--- config.mk ---
export PLATFORM = sky130hd
export DESIGN_NAME = jam_perm_search
export DESIGN_NICKNAME = d
export VERILOG_FILES = /design/src/rtl/jam_pkg.sv /design/src/rtl/jam_next_perm.sv /design/src/rtl/jam_perm_search.sv
export SDC_FILE = /design/constraint.sdc
export NUM_CORES = 1
export LEC_CHECK = 0
export BUFFER_PORTS_ARGS = -buffer_cell sky130_fd_sc_hd__buf_4
export CORE_AREA = 2 2 130 132
export CTS_CLUSTER_DIAMETER = 50
export DETAILED_ROUTE_END_ITERATION = 6
export DIE_AREA = 0 0 132 134
export GPL_ROUTABILITY_DRIVEN = 0
export PLACE_DENSITY_LB_ADDON = 0.1
export SLEW_MARGIN = 20
export SYNTH_ARGS = -nofsm -noshare
export SYNTH_HDL_FRONTEND = slang
export SYNTH_SLANG_ARGS = --single-unit
--- constraint.sdc ---
create_clock -name CLK -period 3.2 [get_ports CLK]
set_input_delay 0.16 -clock CLK [delete_from_list [all_inputs] [get_ports CLK]]
set_output_delay 0.16 -clock CLK [all_outputs]
set_load 0.01 [all_outputs]
--- src/rtl/jam_pkg.sv ---
// Shared types and helpers for the permutation search: FSM states, index width
// function, permutation pack helpers and the worker-count legality check.
package jam_pkg;

    localparam int MAX_N  = 8;
    localparam int MAX_IW = 3;
    localparam int VEC_W  = MAX_N * MAX_IW;

    typedef enum logic [2:0] {
        IDLE,
        READ,
        EVAL,
        PIVOT,
        SWAP,
        REVERSE,
        DONE
    } state_t;

    typedef logic [MAX_IW-1:0] slot_t;
    typedef slot_t [MAX_N-1:0] perm_t;

    function automatic int clog2_min1(input int v);
        int r;
        r = 1;
        for (int i = 1; i < 31; i++) begin
            if ((1 << i) < v) r = i + 1;
        end
        return r;
    endfunction

    function automatic bit n_work_legal(input int n);
        return (n >= 2) && (n <= MAX_N);
    endfunction

    function automatic perm_t identity_perm();
        perm_t p;
        for (int i = 0; i < MAX_N; i++) p[i] = slot_t'(i);
        return p;
    endfunction

    // Slot i lands at bit i*iw; slots at or beyond n are left out.
    function automatic logic [VEC_W-1:0] pack_perm(input perm_t p, input int n, input int iw);
        logic [VEC_W-1:0] v;
        v = '0;
        for (int i = 0; i < MAX_N; i++) begin
            if (i < n) v = v | (VEC_W'(p[i]) << (i * iw));
        end
        return v;
    endfunction

    function automatic perm_t unpack_perm(input logic [VEC_W-1:0] v, input int n, input int iw);
        perm_t p;
        for (int i = 0; i < MAX_N; i++) begin
            p[i] = (i < n) ? slot_t'((v >> (i * iw)) & VEC_W'((1 << iw) - 1)) : slot_t'(i);
        end
        return p;
    endfunction

endpackage

--- src/rtl/jam_next_perm.sv ---
// Holds the current permutation and steps it to its lexicographic successor
// (pivot scan, swap scan, tail reversal, one element per cycle); step_done pulses at the end.
module jam_next_perm
    import jam_pkg::*;
#(
    parameter int N_WORK = 8,
    parameter int IDX_W  = clog2_min1(N_WORK)
) (
    input  logic                    CLK,
    input  logic                    RST,
    input  logic                    init,
    input  logic                    step_req,
    input  logic [IDX_W-1:0]        rd_idx,
    output logic [IDX_W-1:0]        rd_job,
    output logic [N_WORK*IDX_W-1:0] perm_vec,
    output logic                    step_done,
    output logic                    last
);

    localparam slot_t LAST_IX = slot_t'(N_WORK - 1);

    state_t           phase, phase_nx;
    perm_t            perm, perm_nx;
    slot_t            k, k_nx, j, j_nx, h, h_nx, t, t_nx;
    logic [VEC_W-1:0] packed_all;

    assign rd_job     = perm[slot_t'(rd_idx)][IDX_W-1:0];
    assign packed_all = pack_perm(perm, N_WORK, IDX_W);
    assign perm_vec   = packed_all[N_WORK*IDX_W-1:0];

    always_ff @(posedge CLK) begin
        if (RST) begin
            phase <= IDLE;
            perm  <= identity_perm();
            k     <= '0;
            j     <= '0;
            h     <= '0;
            t     <= '0;
        end else begin
            phase <= phase_nx;
            perm  <= perm_nx;
            k     <= k_nx;
            j     <= j_nx;
            h     <= h_nx;
            t     <= t_nx;
        end
    end

    always_comb begin
        phase_nx  = phase;
        perm_nx   = perm;
        k_nx      = k;
        j_nx      = j;
        h_nx      = h;
        t_nx      = t;
        step_done = 1'b0;
        last      = 1'b0;
        case (phase)
            IDLE: begin
                if (init) begin
                    perm_nx = identity_perm();
                end else if (step_req) begin
                    phase_nx = PIVOT;
                    k_nx     = LAST_IX - 1'b1;
                end
            end
            PIVOT: begin
                if (perm[k] < perm[k + 1'b1]) begin
                    phase_nx = SWAP;
                    j_nx     = LAST_IX;
                end else if (k == '0) begin
                    // Fully descending: this was the final permutation.
                    phase_nx  = IDLE;
                    step_done = 1'b1;
                    last      = 1'b1;
                end else begin
                    k_nx = k - 1'b1;
                end
            end
            SWAP: begin
                if (perm[j] > perm[k]) begin
                    perm_nx[j] = perm[k];
                    perm_nx[k] = perm[j];
                    phase_nx   = REVERSE;
                    h_nx       = k + 1'b1;
                    t_nx       = LAST_IX;
                end else begin
                    j_nx = j - 1'b1;
                end
            end
            REVERSE: begin
                if (h < t) begin
                    perm_nx[h] = perm[t];
                    perm_nx[t] = perm[h];
                    h_nx       = h + 1'b1;
                    t_nx       = t - 1'b1;
                end else begin
                    phase_nx  = IDLE;
                    step_done = 1'b1;
                end
            end
            default: phase_nx = IDLE;
        endcase
    end

endmodule

--- src/rtl/jam_perm_search.sv ---
// Exhaustive assignment search: min total cost, tie count and first optimal permutation.
// Results one pulse of Valid after ~N!*(N+~N) cycles; Start ignored while Busy. Option JAM_PRUNE_EN.
module jam_perm_search
    import jam_pkg::*;
#(
    parameter  int N_WORK = 8,
    parameter  int COST_W = 7,
    parameter  int CNT_W  = 16,
    localparam int IDX_W  = clog2_min1(N_WORK),
    localparam int SUM_W  = COST_W + IDX_W + 1
) (
    input  logic                    CLK,
    input  logic                    RST,
    input  logic                    Start,
    output logic                    Busy,
    output logic [IDX_W-1:0]        W,
    output logic [IDX_W-1:0]        J,
    input  logic [COST_W-1:0]       Cost,
    output logic                    Valid,
    output logic [SUM_W-1:0]        MinCost,
    output logic [CNT_W-1:0]        MatchCount,
    output logic [N_WORK*IDX_W-1:0] BestJob
);

    if (!n_work_legal(N_WORK)) begin : g_bad_n_work
        $error("jam_perm_search: N_WORK must lie in 2..8");
    end

    localparam logic [VEC_W-1:0] ID_ALL = pack_perm(identity_perm(), N_WORK, IDX_W);

    state_t                    state, state_nx;
    logic [IDX_W-1:0]          rd_idx, rd_idx_nx;
    logic [SUM_W-1:0]          acc, acc_nx, best, best_nx, acc_sum, min_nx;
    logic [CNT_W-1:0]          count, count_nx, match_nx;
    logic [N_WORK*IDX_W-1:0]   bestjob_nx, perm_vec;
    logic                      init, step_req, step_done, last, prune;

    jam_next_perm #(.N_WORK(N_WORK), .IDX_W(IDX_W)) u_step (
        .CLK       (CLK),
        .RST       (RST),
        .init      (init),
        .step_req  (step_req),
        .rd_idx    (W),
        .rd_job    (J),
        .perm_vec  (perm_vec),
        .step_done (step_done),
        .last      (last)
    );

    assign acc_sum = acc + SUM_W'(Cost);
    assign Busy    = (state != IDLE);
    assign Valid   = (state == DONE);
    assign W       = (state == READ) ? rd_idx : '0;

`ifdef JAM_PRUNE_EN
    // Strictly greater only: a partial sum equal to best may still tie.
    assign prune = (acc_sum > best);
`else
    assign prune = 1'b0;
`endif

    always_ff @(posedge CLK) begin
        if (RST) begin
            state      <= IDLE;
            rd_idx     <= '0;
            acc        <= '0;
            best       <= '0;
            count      <= '0;
            MinCost    <= '0;
            MatchCount <= '0;
            BestJob    <= ID_ALL[N_WORK*IDX_W-1:0];
        end else begin
            state      <= state_nx;
            rd_idx     <= rd_idx_nx;
            acc        <= acc_nx;
            best       <= best_nx;
            count      <= count_nx;
            MinCost    <= min_nx;
            MatchCount <= match_nx;
            BestJob    <= bestjob_nx;
        end
    end

    always_comb begin
        state_nx   = state;
        rd_idx_nx  = rd_idx;
        acc_nx     = acc;
        best_nx    = best;
        count_nx   = count;
        min_nx     = MinCost;
        match_nx   = MatchCount;
        bestjob_nx = BestJob;
        init       = 1'b0;
        step_req   = 1'b0;
        case (state)
            IDLE: begin
                if (Start) begin
                    init      = 1'b1;
                    acc_nx    = '0;
                    best_nx   = '1;
                    count_nx  = '0;
                    rd_idx_nx = '0;
                    state_nx  = READ;
                end
            end
            READ: begin
                acc_nx = acc_sum;
                if (prune) begin
                    rd_idx_nx = '0;
                    step_req  = 1'b1;
                    state_nx  = PIVOT;
                end else if (rd_idx == IDX_W'(N_WORK - 1)) begin
                    rd_idx_nx = '0;
                    state_nx  = EVAL;
                end else begin
                    rd_idx_nx = rd_idx + 1'b1;
                end
            end
            EVAL: begin
                if (acc < best) begin
                    best_nx    = acc;
                    count_nx   = CNT_W'(1);
                    bestjob_nx = perm_vec;
                end else if ((acc == best) && (count != '1)) begin
                    count_nx = count + 1'b1;
                end
                step_req = 1'b1;
                state_nx = PIVOT;
            end
            // PIVOT here covers the whole successor step run by u_step.
            PIVOT: begin
                if (step_done) begin
                    if (last) begin
                        min_nx   = best;
                        match_nx = count;
                        state_nx = DONE;
                    end else begin
                        acc_nx   = '0;
                        state_nx = READ;
                    end
                end
            end
            DONE:    state_nx = IDLE;
            default: state_nx = IDLE;
        endcase
    end

endmodule

==> metrics.md, run 1 <==
| Metric | Value |
|---|---|
| CP startpoint | u_step.j[0] |
| Top post-synthesis cells by area | sky130_fd_sc_hd__dfxtp_1 30%, sky130_fd_sc_hd__mux2i_1 9.2%, sky130_fd_sc_hd__nor2_1 5.7%, sky130_fd_sc_hd__ha_1 4.8%, sky130_fd_sc_hd__mux4_2 4.6% |
| Placement-stage worst setup slack | -0.0398 ns |
| Crit path buffers/inverters | 2 |
| Number of placement rows | 47 |
| Global-route wire length before repair | 45300 um |
| Critical path start-end classification | flip-flop to flip-flop |
| Highest-delay cell along the critical path | sky130_fd_sc_hd__mux4_2 |
| Area growth from synthesis to final layout | 19.7% |
| Final Hold Viols | 0 |
| Detailed Route Iter0 Violations | 903 |
| Post-Synthesis Cell Area | 8810 um^2 |
| Dominant register cell in the synthesized netlist | sky130_fd_sc_hd__dfxtp_1 |
| Cell accounting for the most synthesized area | sky130_fd_sc_hd__dfxtp_1 |
| Area enclosed by the die boundary | 17700 um^2 |
| Gr ovfl total | 0 |
| Fraction of layout instances using a drive strength above 1 | 0.214 |
| Yosys warning total | 0 |
| Setup crit end | u_step.perm[4] |
| HPWL after DPL | 20300 um |
| Register bit count reported by yosys | 134 |
| Power density over the cells | 407 nW/um^2 |
| Time the final worst path needs with I/O delays and setup | 3.06 ns |
| Chip Height | 134 um |
| Clock buffer count from CTS | 17 |
| Placeable Area | 16300 um^2 |
| Sinks on Clock Net | 134 |
| Max-slew violations | 0 |
| Antenna diode count | 0 |
| H-Tree Level Count | 4 |
| Reg-to-Reg End | u_step.perm[4] |
| Mapped Avg Cell Area | 8.27 um^2 |
| Family with the most delay on the worst path | compound AO/OA/AOI/OAI gates |
| Synthesized netlist net count | 1110 |
| Die Wd | 132 um |
| Data required, critical path | 3.52 ns |
| Clock network latency to the later pin of the worst-skew pair | 0.44 ns |
| Count of hold-fix buffers inserted at cts | 0 |
| Endpoint arrival time on the critical path | 3.38 ns |
| Number of antenna violations at the first check in global routing | 0 |
| Post-route setup slack | 0.137 ns |
| Depth of the worst register-to-register path | 11 |
| Relative slew margins | 0.484 |
| Worst-case hold slack | 0.0683 ns |
| Total I/O pin count | 69 |
| CTS tree | built |
| Routed WL | 28500 um |
| Vias | 8583 |
| Number of nets in the layout | 1184 |
| Max-cap violations | 0 |
| Cell Count Post-Placement | 1339 |
| Average via count per standard cell | 6.26 |
| Result of the run | completed |
| Gate Count Post-Synth | 1065 |
| DRT antenna net count | 0 |
| Peak Freq | 326 MHz |
| IR drop worst, VDD | 468 uV |
| CP Cell Sequence | mux4_2 > mux2i_2 > inv_1 > ha_1 > nor2b_1 > o21ai_0 > a32oi_2 > o221ai_2 > buf_4 > and3_1 > a22o_1 |
| Category of the worst setup path launch point | flip-flop |
| Non-Filler Instances | 1372 |
| Seq/Total Area, Yosys | 0.305 |
| Crit Reg-Reg Startpoint | u_step.j[0] |
| Count of different cell masters after synthesis | 76 |
| Number of design rule violations left after detail routing | 0 |
| Count of TritonRoute iterations in the first routing pass | 6 |
| Number of enable flip-flop cells after synthesis | 0 |
| Root buffer cell | sky130_fd_sc_hd__clkbuf_16 |
| Final clock skew | 0.0130 ns |
| Reg clk slew, reported paths | 0.06 ns |
| Hold Crit Depth | 3 |
| Leakage | 0.00427 uW |
| Drt wl/cell | 20.8 um |
| Total of buffers placed on input and output ports | 68 |
| Class of the worst hold path | input pin to flip-flop |
| Register-to-Register Setup Slack | 0.14 ns |
| Share of synthesized flip-flops with an asynchronous set or reset | 0 |
| Cell depth of the worst setup path | 11 |
| CP max stage delay | 0.53 ns |
| Largest fanout of any net on the critical path | 7 |
| Top cell type's share of synthesized area | 0.305 |
| Final setup vio count | 0 |
| Number of fill cells in the layout | 1419 |
| Critical Path End Type | flip-flop |
| Max Buffers Root-to-Sink | 2 |
| Period Utilization, post-route | 0.957 |
| Transition time at the pin with the least slew margin | 0.764 ns |
| Vias in the first global route | 8261 |
| Maximum number of pins on one net before global-route repair | 63 |
| Global-route total usage across every layer | 0.326 |
| Effective utilization at floorplan | 0.541 |
## how the worst min path moves through the flow
| stage | startpoint | to | slack [ns] |
|---|---|---|---|
| 6_report | Start | state[0] | 0.07 |
| 5_1_grt | Start | state[0] | 0.11 |
| 4_1_cts | Start | state[0] | 0.06 |
| 3_5_place_dp | BestJob[20] | BestJob[20] | 0.46 |
| 3_3_place_gp | BestJob[21] | BestJob[21] | 0.45 |
| 2_1_floorplan | Start | state[0] | 0.35 |
## flip-flops by register name, summed over array words and instances (netlist names)
name          flops
best             11
count            16
u_step.phase      3
u_step.perm      24
BestJob          24
u_step.t          3
u_step.k          3
acc              11
MinCost          11
u_step.h          3
MatchCount       16
state             3
rd_idx            3
u_step.j          3
## through the flow
stage | instance area (um^2) | setup TNS [ns] | total power, uW | util
6_report | 10500 | 0 | 4290 | 0.647
5_1_grt | 10500 | -0.00750 | 4410 | 0.647
3_5_place_dp | 9840 | -0.375 | 2100 | 0.604
2_1_floorplan | 8830 | -0.0144 | 1980 | -
3_3_place_gp | 9840 | 0 | 2090 | 0.604
4_1_cts | 10500 | 0 | 4310 | 0.645
## placed cells by master, fill, tap and decap left out, types with 8 or more instances in the layout
| master | instances |
|---|---|
| sky130_fd_sc_hd__buf_4 | 146 |
| sky130_fd_sc_hd__nor2_1 | 134 |
| sky130_fd_sc_hd__dfxtp_1 | 131 |
| sky130_fd_sc_hd__mux2i_1 | 80 |
| sky130_fd_sc_hd__nand2_1 | 76 |
| sky130_fd_sc_hd__a21oi_1 | 72 |
| sky130_fd_sc_hd__o21ai_0 | 43 |
| sky130_fd_sc_hd__ha_1 | 33 |
| sky130_fd_sc_hd__inv_1 | 32 |
| sky130_fd_sc_hd__nor3_1 | 31 |
| sky130_fd_sc_hd__a211oi_1 | 30 |
| sky130_fd_sc_hd__nand3_1 | 19 |
| sky130_fd_sc_hd__mux4_2 | 18 |
| sky130_fd_sc_hd__and3_1 | 18 |
| sky130_fd_sc_hd__nor2b_1 | 17 |
| sky130_fd_sc_hd__clkbuf_16 | 17 |
| sky130_fd_sc_hd__o221a_2 | 13 |
| sky130_fd_sc_hd__mux2_2 | 12 |
| sky130_fd_sc_hd__a22oi_1 | 12 |
| sky130_fd_sc_hd__a211o_1 | 12 |
| sky130_fd_sc_hd__a21o_1 | 11 |
| sky130_fd_sc_hd__a221o_1 | 10 |
| sky130_fd_sc_hd__nand2b_1 | 10 |
| sky130_fd_sc_hd__a31oi_1 | 10 |
| sky130_fd_sc_hd__or3_1 | 9 |
| sky130_fd_sc_hd__a311oi_1 | 8 |
| sky130_fd_sc_hd__xor2_1 | 8 |
## cell families (layout without fill, tap and decap cells)
family / count (synthesis) / count (layout) / share of synthesized area
flops: 134 / 134 / 0.305
simple gates: 353 / 353 / 0.189
compound gates: 284 / 284 / 0.226
xor+xnor: 15 / 15 / 0.0149
buf+inv: 133 / 220 / 0.0615
fa+ha+maj: 35 / 35 / 0.0506
mux: 111 / 111 / 0.153
## worst reg2reg max path, stage by stage, from the launching register on
cell,delay [ns]
sky130_fd_sc_hd__dfxtp_2,0.39
sky130_fd_sc_hd__mux4_2,0.53
sky130_fd_sc_hd__mux2i_2,0.19
sky130_fd_sc_hd__inv_1,0.10
sky130_fd_sc_hd__ha_1,0.31
sky130_fd_sc_hd__nor2b_1,0.12
sky130_fd_sc_hd__o21ai_0,0.09
sky130_fd_sc_hd__a32oi_2,0.34
sky130_fd_sc_hd__o221ai_2,0.15
sky130_fd_sc_hd__buf_4,0.18
sky130_fd_sc_hd__and3_1,0.28
sky130_fd_sc_hd__a22o_1,0.28
## cell usage after synthesis (6+ instances only)
library cell / number
sky130_fd_sc_hd__mux4_2: 18
sky130_fd_sc_hd__mux2i_1: 81
sky130_fd_sc_hd__nand2_1: 76
sky130_fd_sc_hd__a22oi_1: 12
sky130_fd_sc_hd__a221o_1: 10
sky130_fd_sc_hd__nand3_1: 19
sky130_fd_sc_hd__or3_1: 9
sky130_fd_sc_hd__nor2b_1: 17
sky130_fd_sc_hd__ha_1: 34
sky130_fd_sc_hd__xnor2_1: 6
sky130_fd_sc_hd__mux2_2: 12
sky130_fd_sc_hd__xor2_1: 9
sky130_fd_sc_hd__a211o_1: 12
sky130_fd_sc_hd__nand2b_1: 10
sky130_fd_sc_hd__a21oi_1: 73
sky130_fd_sc_hd__nor2_1: 134
sky130_fd_sc_hd__o211ai_1: 6
sky130_fd_sc_hd__a311oi_1: 8
sky130_fd_sc_hd__a22o_1: 6
sky130_fd_sc_hd__a211oi_1: 30
sky130_fd_sc_hd__o21ai_0: 43
sky130_fd_sc_hd__inv_1: 33
sky130_fd_sc_hd__a21o_1: 11
sky130_fd_sc_hd__a31oi_1: 10
sky130_fd_sc_hd__clkbuf_1: 71
sky130_fd_sc_hd__and3_1: 18
sky130_fd_sc_hd__o221a_2: 13
sky130_fd_sc_hd__and2_0: 6
sky130_fd_sc_hd__a221oi_1: 6
sky130_fd_sc_hd__dfxtp_1: 134
sky130_fd_sc_hd__nor3_1: 31
sky130_fd_sc_hd__buf_2: 10
sky130_fd_sc_hd__buf_1: 9
## what timing repair did
item	4_1_cts	5_1_grt
resized for setup	1	10
pin swaps	1	2
setup endpoints to repair	23	59
buffers inserted	0	1
## power by group
part | total (uW) | internal, uW | switching [uW]
Sequential | 1740 | 1700 | 44.6
Clock | 2220 | 1340 | 882
Combinational | 325 | 135 | 190
Total | 4290 | 3180 | 1120
## layout make-up
cell class,instances,area (um^2),area share
Multi-Input combinational cell,798,5620,0.533
Sequential cell,134,2690,0.255
Tap cell,220,275,0.0261
Timing Repair Buffer,149,1160,0.110
Clock inverter,15,233,0.0221
Inverter,39,146,0.0139
Clock buffer,17,425,0.0403
## metal layers
metal	track usage	routed length, um
met5	0	0
met4	0.171	1510
met3	0.0831	2490
met2	0.530	13300
met1	0.401	11200
Power figures use the tool's default switching activity.
==> run 2, diff against run 1 <==
- ABC_CLOCK_PERIOD_IN_PS: default -> 3200
- REMOVE_ABC_BUFFERS: default -> 1
==> run 2 against run 1 <==
  * First-iteration DRC count grew 18%
  * Maximum frequency shrank 0.56%
  * Global-route usage shrank 0.90 points
  * Critical path type unchanged
  * Highest routed layer unchanged
  * Setup slack lost 0.017 ns
  * Design area grew 0.33%
  * Largest cell class unchanged
  * Combinational power is essentially flat
  * Hold slack gained 0.014 ns
==> metrics.md, run 2 (synthesized netlist as in run 1, its figures left out) <==
| Metric | Value |
|---|---|
| Global-route total usage across every layer | 0.317 |
| Vias | 8735 |
| Power density over the cells | 381 nW/um^2 |
| Cell Count Post-Placement | 1356 |
| Total of buffers placed on input and output ports | 68 |
| Routed WL | 28300 um |
| Time the final worst path needs with I/O delays and setup | 3.08 ns |
| Final Hold Viols | 0 |
| Die Wd | 132 um |
| Total chip power | 4040 uW |
| Critical Path End Type | flip-flop |
| Largest registers | BestJob: 24 flops, u_step.perm: 24 flops |
| Instance area after placement | 9960 um^2 |
| Number of placement rows | 47 |
| Endpoint arrival time on the critical path | 3.39 ns |
| Number of design rule violations left after detail routing | 0 |
| Average via count per standard cell | 6.29 |
| Category of the worst setup path launch point | flip-flop |
| Clock network latency to the later pin of the worst-skew pair | 0.43 ns |
| Root buffer cell | sky130_fd_sc_hd__clkbuf_16 |
| Gr ovfl total | 0 |
| Global-route wire length before repair | 44100 um |
| Area enclosed by the die boundary | 17700 um^2 |
| Transition time at the pin with the least slew margin | 0.755 ns |
| IR drop worst, VDD | 393 uV |
| Relative slew margins | 0.493 |
| Data required, critical path | 3.51 ns |
| Critical path start-end classification | flip-flop to flip-flop |
| Largest fanout of any net on the critical path | 12 |
| Final clock skew | 0.0100 ns |
| Commonest non-fill, non-tap cell in the layout | sky130_fd_sc_hd__buf_4 |
| Reg clk slew, reported paths | 0.06 ns |
| DRT antenna net count | 0 |
| Post-route setup slack | 0.120 ns |
| Number of nets in the layout | 1201 |
| HPWL after DPL | 20300 um |
| Total I/O pin count | 69 |
| Period Utilization, post-route | 0.963 |
| CTS tree | built |
| Leakage | 0.00430 uW |
| Vias in the first global route | 7827 |
| Result of the run | completed |
| H-Tree Level Count | 4 |
| Final standard cell area without fillers | 10600 um^2 |
| Area growth from synthesis to final layout | 20.1% |
| Peak Freq | 325 MHz |
| Max-slew violations | 0 |
| Sinks on Clock Net | 134 |
| Chip Height | 134 um |
| Antenna diode count | 0 |
| Maximum number of pins on one net before global-route repair | 44 |
| Placement-stage worst setup slack | -0.0522 ns |
| Fraction of layout instances using a drive strength above 1 | 0.219 |
| Number of antenna violations at the first check in global routing | 0 |
| Count of TritonRoute iterations in the first routing pass | 7 |
| Effective utilization at floorplan | 0.541 |
| Final setup vio count | 0 |
| Clock buffer count from CTS | 17 |
| Detailed Route Iter0 Violations | 1062 |
| Fraction of the core area covered by cells at the end of the flow | 0.649 |
| Max-cap violations | 0 |
| Commonest cells after routing, fill and taps aside | 163 x sky130_fd_sc_hd__buf_4, 134 x sky130_fd_sc_hd__nor2_1, 132 x sky130_fd_sc_hd__dfxtp_1 |
| Non-Filler Instances | 1388 |
| Placeable Area | 16300 um^2 |
| Drt wl/cell | 20.4 um |
| Max Buffers Root-to-Sink | 2 |
| Class of the worst hold path | input pin to flip-flop |
==> run 2: cell count changes in the layout (fill, tap and decap cells not counted), moves of 2 or more <==
cell,change
sky130_fd_sc_hd__bufinv_16,-2
sky130_fd_sc_hd__clkinv_4,+2
sky130_fd_sc_hd__clkinvlp_4,+2
sky130_fd_sc_hd__dfxtp_2,-2
sky130_fd_sc_hd__clkbuf_1,+2
sky130_fd_sc_hd__inv_8,-3
sky130_fd_sc_hd__buf_4,+17
==> run 2: final timing paths <==
path                     from         endpoint  slack (ns)  depth (start not counted)
setup / recovery  u_step.k[0]  u_step.perm[22]        0.12                         12
hold / removal          Start         state[0]        0.08                          3
setup reg to reg  u_step.k[0]  u_step.perm[22]        0.12                         12
hold reg to reg   BestJob[22]      BestJob[22]        0.47                          1
==> run 2: final cells by class <==
cell class | instances | area, um^2
Fill cell | 1428 | 5710
Multi-Input combinational cell | 798 | 5610
Sequential cell | 134 | 2690
Timing Repair Buffer | 166 | 1280
Clock buffer | 19 | 433
Tap cell | 220 | 275
Clock inverter | 12 | 146
Inverter | 39 | 146
==> run 2: what timing repair did <==
item,CTS,global route
pin swaps,0,1
setup endpoints to repair,32,44
setup buffers,0,1
hold buffers,0,0
gates resized for setup,1,8
==> run 2: through the flow <==
stage | TNS, ns | hold slack, ns
after floorplan | -38.29 | 0.229
after global placement | 0 | 0.446
after detailed placement | -0.876 | 0.453
after CTS | 0 | 0.0797
after global routing | -0.0301 | 0.103
final | 0 | 0.0823
==> run 2: layer usage <==
metal  up-vias  GRT usage  part of all wire
li1       4093          -                 -
met1      4057      0.451              0.44
met2       493      0.457              0.42
met3        92     0.0809              0.11
met4         0      0.132             0.038
met5         -          0                 0
==> run 2: worst max-delay path, cell delays in order, from the launching register on <==
cell and delay, ns:
sky130_fd_sc_hd__dfxtp_4 0.38, sky130_fd_sc_hd__buf_4 0.17, sky130_fd_sc_hd__nand2b_1 0.13, sky130_fd_sc_hd__mux4_2 0.48, sky130_fd_sc_hd__and2_1 0.18, sky130_fd_sc_hd__ha_1 0.29
sky130_fd_sc_hd__o21ai_0 0.09, sky130_fd_sc_hd__a32oi_1 0.16, sky130_fd_sc_hd__buf_4 0.18, sky130_fd_sc_hd__o221ai_2 0.10, sky130_fd_sc_hd__and2_2 0.29, sky130_fd_sc_hd__buf_4 0.20
sky130_fd_sc_hd__a211o_1 0.31
==> run 2: where the power goes <==
group,internal [uW],total (uW),switching [uW]
registers,1700,1750,46.6
logic,136,325,189
clock network,1160,1960,808
total,2990,4040,1040
==> run 3, diff against run 2 <==
- ABC_CLOCK_PERIOD_IN_PS: 3200 -> 3100
- CTS_CLUSTER_SIZE: default -> 20
- clock period: 3.2 -> 3.1 ns (I/O delays scaled with it)
==> run 3 against run 2 <==
  * Sequential power is 3% higher
  * Wire length is 0.89% higher
  * Setup slack worse by 0.055 ns
  * Cell count is 2.4% higher
==> metrics.md, run 3 (synthesized netlist as in run 1, its figures left out) <==
| Metric | Value |
|---|---|
| Result of the run | completed |
| Clock group share of total power | 0.481 |
| Antenna diode count | 0 |
| IR drop worst, VDD | 391 uV |
| Root buffer cell | sky130_fd_sc_hd__clkbuf_16 |
| Final clock skew | 0.00755 ns |
| Total of buffers placed on input and output ports | 68 |
| Area growth from synthesis to final layout | 24.4% |
| Power density over the cells | 378 nW/um^2 |
| Critical Path End Type | flip-flop |
| Reg power frac | 0.434 |
| Data required, critical path | 3.45 ns |
| Final setup vio count | 0 |
| Vias | 8851 |
| Vias in the first global route | 8023 |
| Top routing layer in use | met4 |
| Multi-input logic area | 5690 um^2 |
| Reg clk slew, reported paths | 0.06 ns |
| Leakage | 0.00449 uW |
| Placeable Area | 16300 um^2 |
| Clock network latency to the later pin of the worst-skew pair | 0.43 ns |
| Clock buffer count from CTS | 17 |
| Number of nets in the layout | 1235 |
| Cell occurring most often along the worst timing path | sky130_fd_sc_hd__buf_4 |
| Final standard cell area without fillers | 11000 um^2 |
| Effective utilization at floorplan | 0.541 |
| Maximum number of pins on one net before global-route repair | 51 |
| Max Buffers Root-to-Sink | 2 |
| Sinks on Clock Net | 134 |
| Footprint of the flip-flops and latches | 2690 um^2 |
| Fraction of layout instances using a drive strength above 1 | 0.256 |
| Critical path start-end classification | flip-flop to flip-flop |
| Number of placement rows | 47 |
| Count of TritonRoute iterations in the first routing pass | 6 |
| Transition time at the pin with the least slew margin | 0.811 ns |
| Global-route wire length before repair | 44400 um |
| Average via count per standard cell | 6.22 |
| Highest-delay cell along the critical path | sky130_fd_sc_hd__mux4_2 |
| Number of antenna violations at the first check in global routing | 0 |
| Family with the most delay on the worst path | multiplexers |
| Commonest non-fill, non-tap cell in the layout | sky130_fd_sc_hd__buf_4 |
| CTS tree | built |
| Relative slew margins | 0.455 |
| Chip Height | 134 um |
| Post-route met1 wirelength | 12200 um |
| Crit path buffers/inverters | 5 |
| Area enclosed by the die boundary | 17700 um^2 |
| Number of fill cells in the layout | 1361 |
| Detailed Route Iter0 Violations | 1048 |
| Commonest cells after routing, fill and taps aside | 192 x sky130_fd_sc_hd__buf_4, 134 x sky130_fd_sc_hd__nor2_1, 130 x sky130_fd_sc_hd__dfxtp_1 |
| Share of total power consumed by net switching | 0.268 |
| Max-slew violations | 0 |
| Power spent charging and discharging nets | 1110 uW |
| Instance area after placement | 10200 um^2 |
| Endpoint arrival time on the critical path | 3.38 ns |
| Category of the worst setup path launch point | flip-flop |
| Worst-case hold slack | 0.0991 ns |
| Class of the worst hold path | input pin to flip-flop |
| Drt wl/cell | 20.0 um |
| Total I/O pin count | 69 |
| Max-cap violations | 0 |
| H-Tree Level Count | 4 |
| Gr ovfl total | 0 |
| Time the final worst path needs with I/O delays and setup | 3.04 ns |
| Largest registers | BestJob: 24 flops, u_step.perm: 24 flops |
| Internal power | 3030 uW |
| Peak Freq | 329 MHz |
| CP Cell Sequence | mux4_2 > mux2_2 > inv_2 > ha_4 > nor2b_1 > o21ai_1 > a32oi_2 > buf_4 > buf_4 > buf_4 > a22o_1 > buf_4 > o21ai_0 > nor2_1 > nor3_1 |
| Count of hold-fix buffers inserted at cts | 0 |
| Detailed route wirelength on metal3 | 2970 um |
| HPWL after DPL | 20700 um |
| Global-route total usage across every layer | 0.317 |
| DRT antenna net count | 0 |
| Period Utilization, post-route | 0.979 |
| Number of design rule violations left after detail routing | 0 |
| Final Hold Viols | 0 |
| Largest fanout of any net on the critical path | 7 |
| Routed WL | 28500 um |
| CP max stage delay | 0.50 ns |
| Sum of met2 wire segment lengths after detailed routing | 12100 um |
| Die Wd | 132 um |
| Combinational share of power | 0.085 |
run 3: metal layers:
layer | global-route usage | vias up
met5 | 0 | -
met3 | 0.0831 | 101
met4 | 0.139 | 0
met2 | 0.469 | 480
met1 | 0.436 | 4118
li1 | - | 4152
run 3: repair_timing:
action / CTS / global route
pin swaps: 2 / 3
cloned: 0 / 0
buffers inserted: 3 / 4
gates resized for setup: 8 / 24
endpoints found under the setup margin: 66 / 57
run 3: worst paths after layout:
| kind | start | depth (start not counted) | end | slack, ns |
|---|---|---|---|---|
| setup reg to reg | u_step.k[0] | 15 | u_step.perm[8] | 0.06 |
| hold reg to reg | BestJob[22] | 1 | BestJob[22] | 0.46 |
| setup / recovery | u_step.k[0] | 15 | u_step.perm[8] | 0.06 |
| hold / removal | Start | 3 | state[0] | 0.1 |
run 3: cell type report:
cell class | instances | area share
Clock buffer | 17 | 0.0388
Clock inverter | 14 | 0.0131
Inverter | 39 | 0.0134
Multi-Input combinational cell | 798 | 0.519
Sequential cell | 134 | 0.246
Tap cell | 220 | 0.0251
Timing Repair Buffer | 200 | 0.145
run 3: worst register-to-register path: cells and delay by family (launching register included):
| kind | cells | cell delay, ns |
|---|---|---|
| AOI/OAI and AO/OA | 4 | 0.53 |
| DFF | 1 | 0.40 |
| muxes | 2 | 0.79 |
| adders and majority gates | 1 | 0.20 |
| buffers and inverters | 5 | 0.69 |
| and+or+nand+nor | 3 | 0.35 |
run 3: power by group through the flow:
stage	Clock [uW]	Combinational (uW)	Sequential, uW
after floorplan	0	188	1830
after global placement	0	333	1830
after detailed placement	0	340	1840
after CTS	2010	343	1800
after global routing	2080	385	1800
final	1990	351	1800
run 3: through the flow:
step | TNS [ns] | power, uW | cells | utilization | setup WS, ns
after floorplan | -48.39 | 2020 | 971 | - | -0.752
after global placement | -10.87 | 2170 | 1384 | 0.627 | -0.277
after detailed placement | -13.91 | 2170 | 1384 | 0.627 | -0.349
after CTS | 0 | 4140 | 1418 | 0.665 | 0.0233
after global routing | -0.0868 | 4260 | 1422 | 0.673 | -0.0262
final | 0 | 4140 | 1422 | 0.673 | 0.0645
